[config.mk]
export PLATFORM = sky130hd
export DESIGN_NAME = servo_motion_ctrl
export DESIGN_NICKNAME = d
export VERILOG_FILES = /design/src/rtl/servo_pkg.sv /design/src/rtl/servo_slew_step.sv /design/src/rtl/servo_motion_ctrl.sv
export SDC_FILE = /design/constraint.sdc
export NUM_CORES = 1
export LEC_CHECK = 0
export ABC_AREA = 1
export CAP_MARGIN = 20
export CORE_MARGIN = 8
export CORE_UTILIZATION = 44
export DETAILED_ROUTE_END_ITERATION = 10
export DONT_BUFFER_PORTS = 1
export SLEW_MARGIN = 0
export SYNTH_ARGS = -nofsm -noshare
export SYNTH_HDL_FRONTEND = slang
export SYNTH_SLANG_ARGS = --single-unit
[constraint.sdc]
create_clock -name clk -period 3.4 [get_ports clk]
set_input_delay 0.51 -clock clk [delete_from_list [all_inputs] [get_ports clk]]
set_output_delay 0.51 -clock clk [all_outputs]
set_load 0.05 [all_outputs]
[src/rtl/servo_pkg.sv]
// Shared types, default limits and the width clamp used by the servo motion controller.
// Build option: SLEW_LIMIT_EN (see servo_slew_step / servo_motion_ctrl).
package servo_pkg;

    typedef logic [15:0] width_t;

    localparam int unsigned SERVO_MIN_US    = 32'd1000;
    localparam int unsigned SERVO_MAX_US    = 32'd2000;
    localparam int unsigned SERVO_CENTER_US = 32'd1500;
    localparam int unsigned SERVO_CLK_HZ    = 32'd50_000_000;

    function automatic width_t clamp_width(input width_t w, input width_t lo, input width_t hi);
        width_t r;
        if (w < lo) begin
            r = lo;
        end else if (w > hi) begin
            r = hi;
        end else begin
            r = w;
        end
        return r;
    endfunction

endpackage

[src/rtl/servo_slew_step.sv]
// One channel: target/width/settled registers and the per-tick step toward the target.
// With SLEW_LIMIT_EN defined the width moves at most STEP_US per tick; otherwise it jumps to the target.
module servo_slew_step
    import servo_pkg::*;
#(
    parameter int unsigned STEP_US   = 32'd10,
    parameter int unsigned CENTER_US = SERVO_CENTER_US
) (
    input  logic   clk,
    input  logic   rst_n,
    input  logic   load,
    input  width_t load_width,
    input  logic   step_en,
    output width_t width,
    output logic   settled
);

`ifdef SLEW_LIMIT_EN
    localparam bit SLEW_ON = 1'b1;
`else
    localparam bit SLEW_ON = 1'b0;
`endif

    width_t             target_r;
    width_t             width_r;
    logic               settled_r;
    logic signed [16:0] diff_s;
    logic        [16:0] mag_s;
    width_t             stepped_s;
    width_t             next_width_s;

    // Next width: 17-bit signed difference so neither direction can wrap.
    always_comb begin
        diff_s = $signed({1'b0, target_r}) - $signed({1'b0, width_r});
        if (diff_s < 17'sd0) begin
            mag_s = unsigned'(-diff_s);
        end else begin
            mag_s = unsigned'(diff_s);
        end
        if (diff_s > 17'sd0) begin
            stepped_s = width_r + 16'(STEP_US);
        end else begin
            stepped_s = width_r - 16'(STEP_US);
        end
        if (SLEW_ON && (mag_s > 17'(STEP_US))) begin
            next_width_s = stepped_s;
        end else begin
            next_width_s = target_r;
        end
    end

    // Channel state; the step always sees the target from before a same-edge load.
    always_ff @(posedge clk or negedge rst_n) begin
        if (!rst_n) begin
            target_r  <= 16'(CENTER_US);
            width_r   <= 16'(CENTER_US);
            settled_r <= 1'b1;
        end else begin
            if (load) begin
                target_r <= load_width;
            end
            if (step_en) begin
                width_r <= next_width_s;
            end
            settled_r <= (width_r == target_r);
        end
    end

    assign width   = width_r;
    assign settled = settled_r;

endmodule

[src/rtl/servo_motion_ctrl.sv]
// Slew-rate controller for a bank of servo channels: command handshake, tick divider, per-channel ramps.
// Build option: SLEW_LIMIT_EN enables bounded stepping; without it each tick jumps straight to the target.
module servo_motion_ctrl
    import servo_pkg::*;
#(
    parameter int unsigned NUM_CH    = 32'd5,
    parameter int unsigned TICK_DIV  = 32'd250000,
    parameter int unsigned STEP_US   = 32'd10,
    parameter int unsigned MIN_US    = SERVO_MIN_US,
    parameter int unsigned MAX_US    = SERVO_MAX_US,
    parameter int unsigned CENTER_US = SERVO_CENTER_US
) (
    input  logic                    clk,
    input  logic                    rst_n,
    input  logic                    cmd_valid,
    output logic                    cmd_ready,
    input  logic [2:0]              cmd_chan,
    input  logic [15:0]             cmd_width,
    input  logic                    hold,
    output logic [NUM_CH-1:0][15:0] width_us,
    output logic [NUM_CH-1:0]       settled,
    output logic                    all_settled,
    output logic                    tick_out,
    output logic                    cmd_err
);

    localparam int unsigned CNT_W = (TICK_DIV > 32'd1) ? $clog2(TICK_DIV) : 32'd1;

    logic [CNT_W-1:0]  cnt_r;
    logic [CNT_W-1:0]  cnt_next_s;
    logic              tick_r;
    logic              ready_r;
    logic              err_r;
    logic              accept_s;
    logic              chan_bad_s;
    logic              step_en_s;
    width_t            clamped_s;
    logic [NUM_CH-1:0] load_s;

    // Handshake decode, clamp and divider next-state.
    always_comb begin
        accept_s   = cmd_valid && ready_r;
        chan_bad_s = ({1'b0, cmd_chan} >= 4'(NUM_CH));
        clamped_s  = clamp_width(cmd_width, 16'(MIN_US), 16'(MAX_US));
        step_en_s  = tick_r && !hold;
        if (cnt_r == CNT_W'(TICK_DIV - 32'd1)) begin
            cnt_next_s = '0;
        end else begin
            cnt_next_s = cnt_r + CNT_W'(1);
        end
        for (int i = 0; i < int'(NUM_CH); i++) begin
            load_s[i] = accept_s && !chan_bad_s && (cmd_chan == 3'(i));
        end
    end

    // Free-running divider; tick is registered so it is high while the count sits at TICK_DIV-1.
    always_ff @(posedge clk or negedge rst_n) begin
        if (!rst_n) begin
            cnt_r   <= '0;
            tick_r  <= 1'b0;
            ready_r <= 1'b0;
            err_r   <= 1'b0;
        end else begin
            cnt_r   <= cnt_next_s;
            tick_r  <= (cnt_next_s == CNT_W'(TICK_DIV - 32'd1));
            ready_r <= 1'b1;
            err_r   <= accept_s && chan_bad_s;
        end
    end

    for (genvar g = 0; g < int'(NUM_CH); g++) begin : g_ch
        servo_slew_step #(
            .STEP_US   (STEP_US),
            .CENTER_US (CENTER_US)
        ) u_step (
            .clk        (clk),
            .rst_n      (rst_n),
            .load       (load_s[g]),
            .load_width (clamped_s),
            .step_en    (step_en_s),
            .width      (width_us[g]),
            .settled    (settled[g])
        );
    end

    assign cmd_ready   = ready_r;
    assign tick_out    = tick_r;
    assign cmd_err     = err_r;
    assign all_settled = &settled;

endmodule

* Word level (Yosys, flattened, before mapping)
Cells that the tools add are included.
Operators by class: add/subtract/negate cells 1, $lt $le $gt $ge 3, eq/ne operators 11, muxes and demuxes 3, reductions and logical operators 13
Operators with widths (count):
- $eq A16 B16 Y1 | 5
- $eq A18 B18 Y1 const B | 2
- $mux W16 | 2
- $add A18 B1 Y18 const B | 1
- $mux W18 | 1
- $gt A16 B11 Y1 const B | 1
- $lt A16 B10 Y1 const B | 1
- $logic_and A1 B1 Y1 | 9
- $eq A3 B2 Y1 const B | 2
- $reduce_and A5 Y1 | 1
- $eq A3 B1 Y1 const B | 1
- $eq A3 B3 Y1 const B | 1
- $ge A3 B3 Y1 const B | 1
- $logic_not A3 Y1 | 1
- $logic_not A1 Y1 | 2
Word-level totals: bits in registers 186, output and inout bits 89

* Longest topological paths before layout
depth after elaboration 4, gate-level depth with buffers 13, mapped depth without buffers 13

* Modules after synthesis
Synthesis repeated with hierarchy kept, for this count alone.
Second synthesis, totals: cell total of the unflattened synthesis 1075, area total of the unflattened synthesis 8770.9 µm²
Modules (own cells, without submodules):
- servo_slew_step | times used 5, cells each 169, area an instance 1452.6 µm²
- servo_motion_ctrl | times used 1, cells each 230, area an instance 1507.7 µm²

* Worst setup path after synthesis
Ideal clock, no wire load.
kind register -> register, from register ready_r, in the netlist cmd_ready, to register g_ch[1].u_step.target_r[9], library setup time 126 ps, arrival 1621 ps, path slack 1654 ps, stages on the path, launching flop included 7, buffers on the path 1, clock period less this slack 1746 ps, cells stage by stage dfrtp_1 nand2_1 nor2_1 inv_1 nor3_4 buf_4 o21ai_0
On the way: word-level cells in the longest chain between the ends 3
RTL lines:
- start, declared | line servo_motion_ctrl.sv:32 | logic ready_r;
- start signal, assigned | line servo_motion_ctrl.sv:61 | ready_r <= 1'b0;
- start signal, assigned | line servo_motion_ctrl.sv:66 | ready_r <= 1'b1;
- $logic_and A1 B1 Y1 | line servo_motion_ctrl.sv:42 | accept_s = cmd_valid && ready_r;
- $logic_and A1 B1 Y1 (2 in series) | line servo_motion_ctrl.sv:52 | load_s[i] = accept_s && !chan_bad_s && (cmd_chan == 3'(i));
- end signal, assigned | line servo_slew_step.sv:55 | target_r <= 16'(CENTER_US);
- end signal, assigned | line servo_slew_step.sv:60 | target_r <= load_width;
- end, declared | line servo_slew_step.sv:24 | width_t target_r;
Every way passes these cells. A chain may end at the register's enable or synchronous reset.

* Final worst setup path
from register g_ch[3].u_step.settled_r, to output port all_settled
On the way: word-level cells in the longest chain between the ends 1
RTL lines:
- start, declared | line servo_slew_step.sv:26 | logic settled_r;
- start signal, assigned | line servo_slew_step.sv:65 | settled_r <= (width_r == target_r);
- $reduce_and A5 Y1 | line servo_motion_ctrl.sv:89 | assign all_settled = &settled;
- end, declared | line servo_motion_ctrl.sv:22 | output logic all_settled,
Every way passes these cells.

==> qor.yml <==
synth_area_leader_cell: "dfrtp_1"
final_common_cell: "nand2_1"
power_frac_clock_pct: 40.1
ys_seq_area_share_pct: 55.9
synthesis.area_sq_um: 8490
violations: "negative hold slack"
synth.top_cell.area_share_pct: 32.7
clkSinkCount: 186
io_pins: 112
ys_ff_latch: 186
ys_top_cells_by_area: "dfrtp_1, dfstp_2, nand2_1"
dieArea_sq_um: 24000
setup_viol: 0
drt-pass1-iter-count: 5
clock.fmax_mhz: 383
crit_start: "g_ch[3].u_step.settled"
max-slew-margin-rel_pct: 30.7
combPwrFrac_pct: 8.1
critPathKind: "reg2out"
cts_buffers: 17
cts_setup_buffers: 0
finalMaxSlewViolations: 0
seqCellArea_sq_um: 4750
antenna_found_initial: 0
yosys_warnings: 0
finalClockSkew_ns: 0.0103
die_w_um: 155
grt_max_degree: 187
syn_nets: 905
reg2reg_from: "cmd_ready"
drc: 0
slowest_stage: "nor2_1"
clockBufferDepth: 2
rows: 51
antenna_cells: 0
htree_levels: 4
final_cell_mix: "nand2_1, dfrtp_1, inv_1"
cp.arrival_ns: 2.10
ant_nets: 0
clk_pin_slew_ns: 0.07
p_sw_share_pct: 24.2
placed_cells: 1120
drt-wirelength-per-cell_um: 16.6
routed_wl_um: 19200
drive_gt1_share_pct: 20.9
cp_cell_sequence: "nand3_1 -> nor2_1"
multiInputGateArea_sq_um: 3250
nets: 898
syn_area_per_cell_sq_um: 9.64
hpwl_um: 13600
vias: 5623
grt-ovfl-total: 0
power.leakage_nw: 4.14
max-vdd-ir-drop_v: 0.000359
crit_path_end_kind: "primary output"
fp.dieH_um: 155
timing.hold.ws_ns: -0.213
cap_violations: 0
final-hold-violation-count: 114
clk_latency_ns: 0.43
synthToLayoutAreaGrowth_pct: 9.49
cts_resized: 0
intPower_mw: 3.77
p_per_area_nw_per_um2: 535
place.gp.congestion: 0.852
coreArea_sq_um: 19200
setup_tns_ns: 0
fin_cells: 1152
finalCritPeriodShare_pct: 76.9
rr_worst_depth: 6
track_usage_pct: 16.6
viasPerCell: 4.88
status: "finished with violations"
initial_core_util_pct: 44.2
cp_max_fo: 2
period_needed_ns: 2.61
cts_tree: "built"
synth_cell_types: 35
clockRootBuffer: "clkbuf_16"
min_path_type: "in2async"
nFillCells: 1782
rsz0062_at_grt: "false"
grt_pass1_wl_um: 30700
synth_cells: 881
reg2reg_to: "g_ch[3].u_step.next_width_s[5]"
crit_required_ns: 2.89
cp-endpoint: "all_settled"
worstMarginPinSlew_ns: 1.04
portBuffers: 0
drt_iter0_markers: 382
grt_pass1_vias: 5364
startpoint_type: "flip-flop"
r2r_slack_ns: 1.00
worst_path_largest_cell_delay_ns: 0.75
p_seq_share_pct: 51.7
power_switching_mw: 1.20
[synthesized netlist by cell type (all sizes together)]
cell	instances
dfstp	75
conb	1
o21ai	75
ha	1
a31oi	7
nor4b	1
clkbuf	9
nand3b	8
o2111ai	2
clkinv	1
dfrtp	111
nor2	82
xnor2	61
mux2	39
inv	93
nand2	199
xor2	6
nand4	22
o31ai	1
nor4	4
a21oi	6
nand3	35
buf	20
nor3	7
or2	15
[metrics by stage]
step	hold slack, ns	utilization (%)	cell area, sq um	total power [mW]	worst slack, ns
2_1_floorplan	0.214	-	8490	2.91	1.65
3_3_place_gp	0.225	45.3	8700	3.01	1.10
3_5_place_dp	0.224	45.3	8700	3.02	1.04
4_1_cts	-0.242	48.4	9300	5.05	0.743
5_1_grt	-0.250	48.4	9300	5.20	0.741
6_report	-0.213	48.4	9300	4.97	0.786
[logic make-up after synthesis]
group	Yosys count	share of synthesized area (%)
and+or+nand+nor	373	19.9
DFF	186	55.9
buffers and inverters	123	5.94
AOI/OAI and AO/OA	91	5.92
xor gates and xnor gates	67	6.91
muxes	39	5.17
adders and majority gates	1	0.147
other	1	0.0442
[flip-flops by register name (all words and copies together) (netlist names)]
| register | cells |
|---|---|
| cmd_err | 1 |
| cmd_ready | 1 |
| cnt_r | 18 |
| g_ch.u_step.next_width_s | 80 |
| g_ch.u_step.settled | 5 |
| g_ch.u_step.width | 80 |
| tick_out | 1 |
[power groups by stage]
| stage | clock network, mW | logic, mW | registers (mW) |
|---|---|---|---|
| after detailed placement | 0 | 0.406 | 2.61 |
| final | 2.00 | 0.404 | 2.57 |
| after global placement | 0 | 0.399 | 2.61 |
| after global routing | 2.15 | 0.465 | 2.59 |
| after CTS | 2.06 | 0.411 | 2.57 |
| after floorplan | 0 | 0.338 | 2.57 |
[layout make-up]
class	instances	share of cell area, %
timing repair buffer	3	0.242
sequential	186	51.1
clock buffer	20	4.91
multi-input combinational	572	34.9
tap	265	3.57
inverter	94	3.81
clock inverter	12	1.48
[metal layers]
| metal | GRT usage [%] | share of wire, % | up-vias |
|---|---|---|---|
| met3 | 6.99 | 9.2 | 14 |
| met4 | 4.20 | 0.84 | 0 |
| met2 | 25.4 | 46 | 125 |
| met5 | 0 | 0 | - |
| li1 | - | - | 2799 |
| met1 | 21.2 | 44 | 2685 |
[worst min-delay path by stage]
stage	from	endpoint	slack (ns)	cells past startpoint
3_3_place_gp	rst_n	g_ch[1].u_step.width[12]	0.22	0
6_report	rst_n	g_ch[1].u_step.next_width_s[12]	-0.21	0
2_1_floorplan	rst_n	cmd_err	0.21	0
5_1_grt	rst_n	g_ch[1].u_step.next_width_s[12]	-0.25	0
4_1_cts	rst_n	g_ch[1].u_step.next_width_s[15]	-0.24	0
3_5_place_dp	rst_n	g_ch[1].u_step.width[12]	0.22	0
[worst max-delay path: cells and delay by family (launching register included)]
kind          cells  cell delay [ns]
simple gates      2             0.98
flops             1             0.70
(Power assumes the default switching activity.)
